--- src/rtl/seven_seg_pkg.sv ---
// Shared types and constants for the seven-segment scan driver.
// Segment patterns are active-low {G,F,E,D,C,B,A}.
package seven_seg_pkg;

    localparam int unsigned NUM_DIGITS = 8;
    localparam int unsigned SEL_W      = 3;

    typedef struct packed {
        logic       dp;
        logic [3:0] val;
    } digit_t;

    typedef enum logic {
        PhBlank,
        PhDrive
    } phase_e;

    localparam logic [6:0] SEG_TABLE [0:15] = '{
        7'h40, 7'h79, 7'h24, 7'h30, 7'h19, 7'h12, 7'h02, 7'h78,
        7'h00, 7'h10, 7'h08, 7'h03, 7'h46, 7'h21, 7'h06, 7'h0E
    };

endpackage

--- src/rtl/hex_to_seg.sv ---
// Combinational hex digit to active-low seven-segment pattern lookup.
module hex_to_seg
    import seven_seg_pkg::*;
(
    input  logic [3:0] val_i,
    output logic [6:0] seg_o
);

    assign seg_o = SEG_TABLE[val_i];

endmodule

--- src/rtl/seven_segment_scan_driver.sv ---
// Time-multiplexed 8-digit seven-segment scan driver with a writable digit file,
// a blanking window at the start of every slot, and registered active-low outputs.
module seven_segment_scan_driver
    import seven_seg_pkg::*;
#(
    parameter int unsigned REFRESH_DIV  = 100000,
    parameter int unsigned BLANK_CYCLES = 4
) (
    input  logic                  clk,
    input  logic                  rst_n,
    input  logic                  wr_en,
    input  logic [SEL_W-1:0]      wr_addr,
    input  logic [3:0]            wr_data,
    input  logic                  wr_dp,
    input  logic [NUM_DIGITS-1:0] digit_en,
    output logic [SEL_W-1:0]      sel,
    output logic [NUM_DIGITS-1:0] an,
    output logic [6:0]            seg,
    output logic                  dp
);

    localparam int unsigned CntW = (REFRESH_DIV > 1) ? $clog2(REFRESH_DIV) : 1;

    logic [CntW-1:0]       cnt_q, cnt_d;
    logic [SEL_W-1:0]      scan_sel_q, scan_sel_d;
    digit_t                digits_q [NUM_DIGITS];
    digit_t                digits_d [NUM_DIGITS];
    phase_e                phase;
    logic                  slot_end;
    logic [6:0]            cur_seg;
    logic [NUM_DIGITS-1:0] an_d;
    logic [6:0]            seg_d;
    logic                  dp_d;

    hex_to_seg u_hex_to_seg (
        .val_i (digits_q[scan_sel_q].val),
        .seg_o (cur_seg)
    );

    always_comb begin
        slot_end   = (cnt_q == CntW'(REFRESH_DIV - 1));
        phase      = (cnt_q < CntW'(BLANK_CYCLES)) ? PhBlank : PhDrive;
        cnt_d      = slot_end ? '0 : cnt_q + CntW'(1);
        scan_sel_d = slot_end ? scan_sel_q + SEL_W'(1) : scan_sel_q;
    end

    always_comb begin
        digits_d = digits_q;
        if (wr_en) begin
            digits_d[wr_addr] = '{dp: wr_dp, val: wr_data};
        end
    end

    // Outputs are computed from pre-edge state, so they trail the scan by one cycle.
    always_comb begin
        an_d  = '1;
        seg_d = 7'h7F;
        dp_d  = 1'b1;
        if (phase == PhDrive && digit_en[scan_sel_q]) begin
            an_d  = ~(NUM_DIGITS'(1) << scan_sel_q);
            seg_d = cur_seg;
            dp_d  = ~digits_q[scan_sel_q].dp;
        end
    end

    always_ff @(posedge clk) begin
        if (!rst_n) begin
            cnt_q      <= '0;
            scan_sel_q <= '0;
            for (int i = 0; i < NUM_DIGITS; i++) begin
                digits_q[i] <= '0;
            end
            sel        <= '0;
            an         <= '1;
            seg        <= 7'h7F;
            dp         <= 1'b1;
        end else begin
            cnt_q      <= cnt_d;
            scan_sel_q <= scan_sel_d;
            digits_q   <= digits_d;
            sel        <= scan_sel_q;
            an         <= an_d;
            seg        <= seg_d;
            dp         <= dp_d;
        end
    end

endmodule

--- config.mk ---
export PLATFORM = sky130hd
export DESIGN_NAME = seven_segment_scan_driver
export DESIGN_NICKNAME = d
export VERILOG_FILES = /design/src/rtl/seven_seg_pkg.sv /design/src/rtl/hex_to_seg.sv /design/src/rtl/seven_segment_scan_driver.sv
export SDC_FILE = /design/constraint.sdc
export NUM_CORES = 1
export LEC_CHECK = 0
export ABC_AREA = 1
export ABC_CLOCK_PERIOD_IN_PS = 1700
export CAP_MARGIN = 20
export CELL_PAD_IN_SITES_DETAIL_PLACEMENT = 0
export CELL_PAD_IN_SITES_GLOBAL_PLACEMENT = 1
export CORE_UTILIZATION = 37
export DETAILED_ROUTE_END_ITERATION = 10
export GPL_TIMING_DRIVEN = 0
export PLACE_DENSITY = 0.85
export SYNTH_ARGS = -nofsm -noshare
export SYNTH_HDL_FRONTEND = slang
export SYNTH_SLANG_ARGS = --single-unit
--- constraint.sdc ---
create_clock -name clk -period 1.7 [get_ports clk]
set_input_delay 0.17 -clock clk [delete_from_list [all_inputs] [get_ports clk]]
set_output_delay 0.17 -clock clk [all_outputs]
set_load 0.005 [all_outputs]
==> metrics.txt <==
final WL=9883 µm; Sink Count=79; met3 Use GR=3.254%; Post-DP Area=4304 µm²; Synth Area in Compound Gates=12.98%; CTS tree=yes; syn nets=566; fillers=987; Seq/Total Area, Yosys=41.87%; Leak Pwr=2.082 nW; Final Cycle Share=98.69%; dominant cells by area after synthesis=dfxtp_1, nand2_1, nand3_1, inv_1, nor2_1; final instance area=5014 µm²; clk slew on worst S/H paths=0.09 ns; Die Area=10620 µm²; CP Launch Type=register; nature of the critical path endpoint=register; Worst path slowest cell=dfxtp_4; Crit Path Max Fanout=7; Yosys top cell area share=41.87%; first-pass GRT wire length=15190 µm; worst hold stages=3; Critical Path Max Stage Delay=0.42 ns; status=complete, no violations; Core ar.=9819 µm²; critical path arrival=1.92 ns; register bit total from synthesis=79; final hold slack=0.2402 ns; Synth Warn #=0; dpl cells=703; final-report hold violation count=0; Tightest Hold Check Type=primary input to register; H-tree Lvls=3; vias in the first global route=3203; site row count=36; cells along the critical path=buf_8 > buf_8 > nand2_2 > nand3_2 > nand3_2 > nand2_4 > inv_4 > ha_4 > nand3_2 > nor2_1 > nor2_1 > nand2_1; RSZ-0062 raised after global routing=true; n_diodes=0; GRT met1 Usage=25.21%; fin nets=640; Rel. slew slack=70.38%; DRT iter0 DRCs=192; layout cells sized above 1=18.76%; Distinct cells, synth=30; CTS root buf=clkbuf_8; GPL Wtd Cong=0.8278; post-layout min period=1.678 ns; Syn Area/Cell=7.074 µm²; maximum VDD drop=0.0003798 V; Synth area leader=dfxtp_1; chip width=103.0 µm; Ports=38; dpl hpwl=6600 µm; post-route DRC violation count=0; area of the mapped netlist=3777 µm²; busiest grt layer=met2; kind of critical path=register to register; Initial Utilization=38.47%; Max-Cap Viols=0; Port Buffers=36; DR vias/cell=4.788; Post-Syn Instances=534; Slew @ Worst Pin=0.4443 ns; met2 Use GR=29.90%; Final setup viols=0; Synth Area in Simple Gates=28.82%; Post-CTS Hold Fix Bufs=0; final number of max-transition violations=0; DRT Pass-1 Iters=5; R2R depth=12; most used cell, CP=nand3_2; Synth Area in XOR/XNOR=1.159%; largest family of logic cells by synthesized area=simple AND/OR/NAND/NOR gates; Finished Layout Cells=746; die height=103.0 µm; GRT Overall Usage=18.86%; antenna-violating nets left=0; worst-skew pair later-pin latency=0.35 ns; mux contribution to synthesized area=0%; worst clock skew=0.01176 ns; maximum clock rate=596.0 MHz; Vias=3572; overflow left after global routing=0; TritonCTS Buffers=9; Post-Route Utilization=51.06%; worst setup path end=seg[5]; initial antenna violation count=0; synthesis-to-finish area growth=32.73%; post-synthesis adder-cell area fraction=4.306%; Avg WL per Cell=13.25 µm; WP data required=1.94 ns; r2r endpoint=seg[5]; pwr dens=733.8 nW/µm²; Longest Clk Path Bufs=2; Setup crit start=scan_sel_q[0]; Crit Reg-Reg Startpoint=scan_sel_q[0]; largest net degree at the start of global routing=14; R2R Setup Slk=0.02 ns
==> flip-flops by register name (all words and copies together) (netlist names) <==
signal,cells
an,8
cnt_q,17
digits_q,40
dp,1
scan_sel_q,3
seg,7
sel,3
==> what timing repair did <==
action / 4_1_cts / 5_1_grt
endpoints found under the hold margin: 0 / 0
cloned: 0 / 3
setup endpoints to repair: 7 / 23
pin swaps: 4 / 24
gates resized for setup: 20 / 44
buffers inserted: 10 / 15
==> critical path: cells and delay by family, from the launching register on <==
kind	cells	cell delay, ns
simple gates	8	0.63
flops	1	0.42
buf+inv	3	0.33
fa+ha+maj	1	0.17
==> cell type report <==
type,instances,area [µm²],area share [%]
multi-input cells,361,1986,39.61
flip-flops and latches,79,1587,31.64
repair buffers,64,610.6,12.18
inverters,76,292.8,5.840
well taps,133,166.4,3.319
clock buffers,12,165.2,3.294
plain buffers,17,155.1,3.095
clock inverters,4,51.30,1.023
==> synth_stat cells <==
cell / number
a21oi_1: 45
a22o_1: 1
a22oi_1: 1
and3_1: 1
buf_2: 4
buf_4: 4
buf_6: 5
clkbuf_1: 5
dfxtp_1: 79
ha_1: 13
inv_1: 71
inv_2: 5
nand2_1: 100
nand2_2: 6
nand2_4: 1
nand3_1: 57
nand3_2: 3
nand4_1: 6
nor2_1: 68
nor2_2: 1
nor2_4: 2
nor3_1: 1
nor3_2: 1
o211ai_1: 1
o21ai_0: 37
o21ai_1: 8
o21ai_2: 1
o21bai_1: 1
or2_2: 1
xor2_1: 5
==> layout by cell type, fill, tap and decap left out, drive strengths merged <==
| master | synthesis | routed |
|---|---|---|
| and3 | 1 | 1 |
| clkdlybuf4s50 | 0 | 36 |
| o211ai | 1 | 1 |
| xor2 | 5 | 5 |
| nand2 | 107 | 107 |
| o21bai | 1 | 1 |
| clkbuf | 5 | 19 |
| nor3 | 2 | 2 |
| ha | 13 | 13 |
| buf | 13 | 38 |
| bufinv | 0 | 1 |
| a22o | 1 | 1 |
| inv | 76 | 77 |
| o21ai | 46 | 46 |
| or2 | 1 | 1 |
| clkinv | 0 | 1 |
| clkinvlp | 0 | 1 |
| dfxtp | 79 | 79 |
| nand4 | 6 | 6 |
| nand3 | 60 | 60 |
| a21oi | 45 | 45 |
| nor2 | 71 | 71 |
| a22oi | 1 | 1 |
==> power by group <==
| part | switching [mW] | internal (mW) | leakage [nW] |
|---|---|---|---|
| Clock | 0.693 | 0.802 | 0.109 |
| Sequential | 0.0147 | 1.89 | 0.642 |
| Combinational | 0.164 | 0.115 | 1.33 |
==> cell families after synthesis <==
family,after synthesis
adder cells (fa/ha/maj),13
XOR/XNOR,5
AND/OR/NAND/NOR,248
buffers and inverters,94
flip-flops,79
AO/OA/AOI/OAI,95
==> metrics by stage <==
stage               worst slack, ns  TNS, ns  power, mW
finish                      0.02226        0      3.679
global route               -0.07988  -0.4176      3.838
CTS                        0.003045        0      3.697
detailed placement          -0.2549   -1.541      2.199
global placement            -0.2128   -1.426      2.194
floorplan                   0.03605        0      2.096
==> metal layers <==
metal / share of wire [%] / vias to the layer above
met1: 47 / 1629
met5: 0 / -
met4: 1.3 / 0
met3: 4.1 / 13
met2: 48 / 75
li1: - / 1855
==> how the worst min path moves through the flow <==
stage / from / end / slack (ns)
final: wr_dp / digits_q[29] / 0.24
after global routing: wr_dp / digits_q[29] / 0.26
after CTS: wr_dp / digits_q[14] / 0.23
after detailed placement: cnt_q[0] / cnt_q[0] / 0.44
after global placement: cnt_q[0] / cnt_q[0] / 0.43
after floorplan: wr_data[0] / digits_q[35] / 0.30
Power figures use the tool's default switching activity.
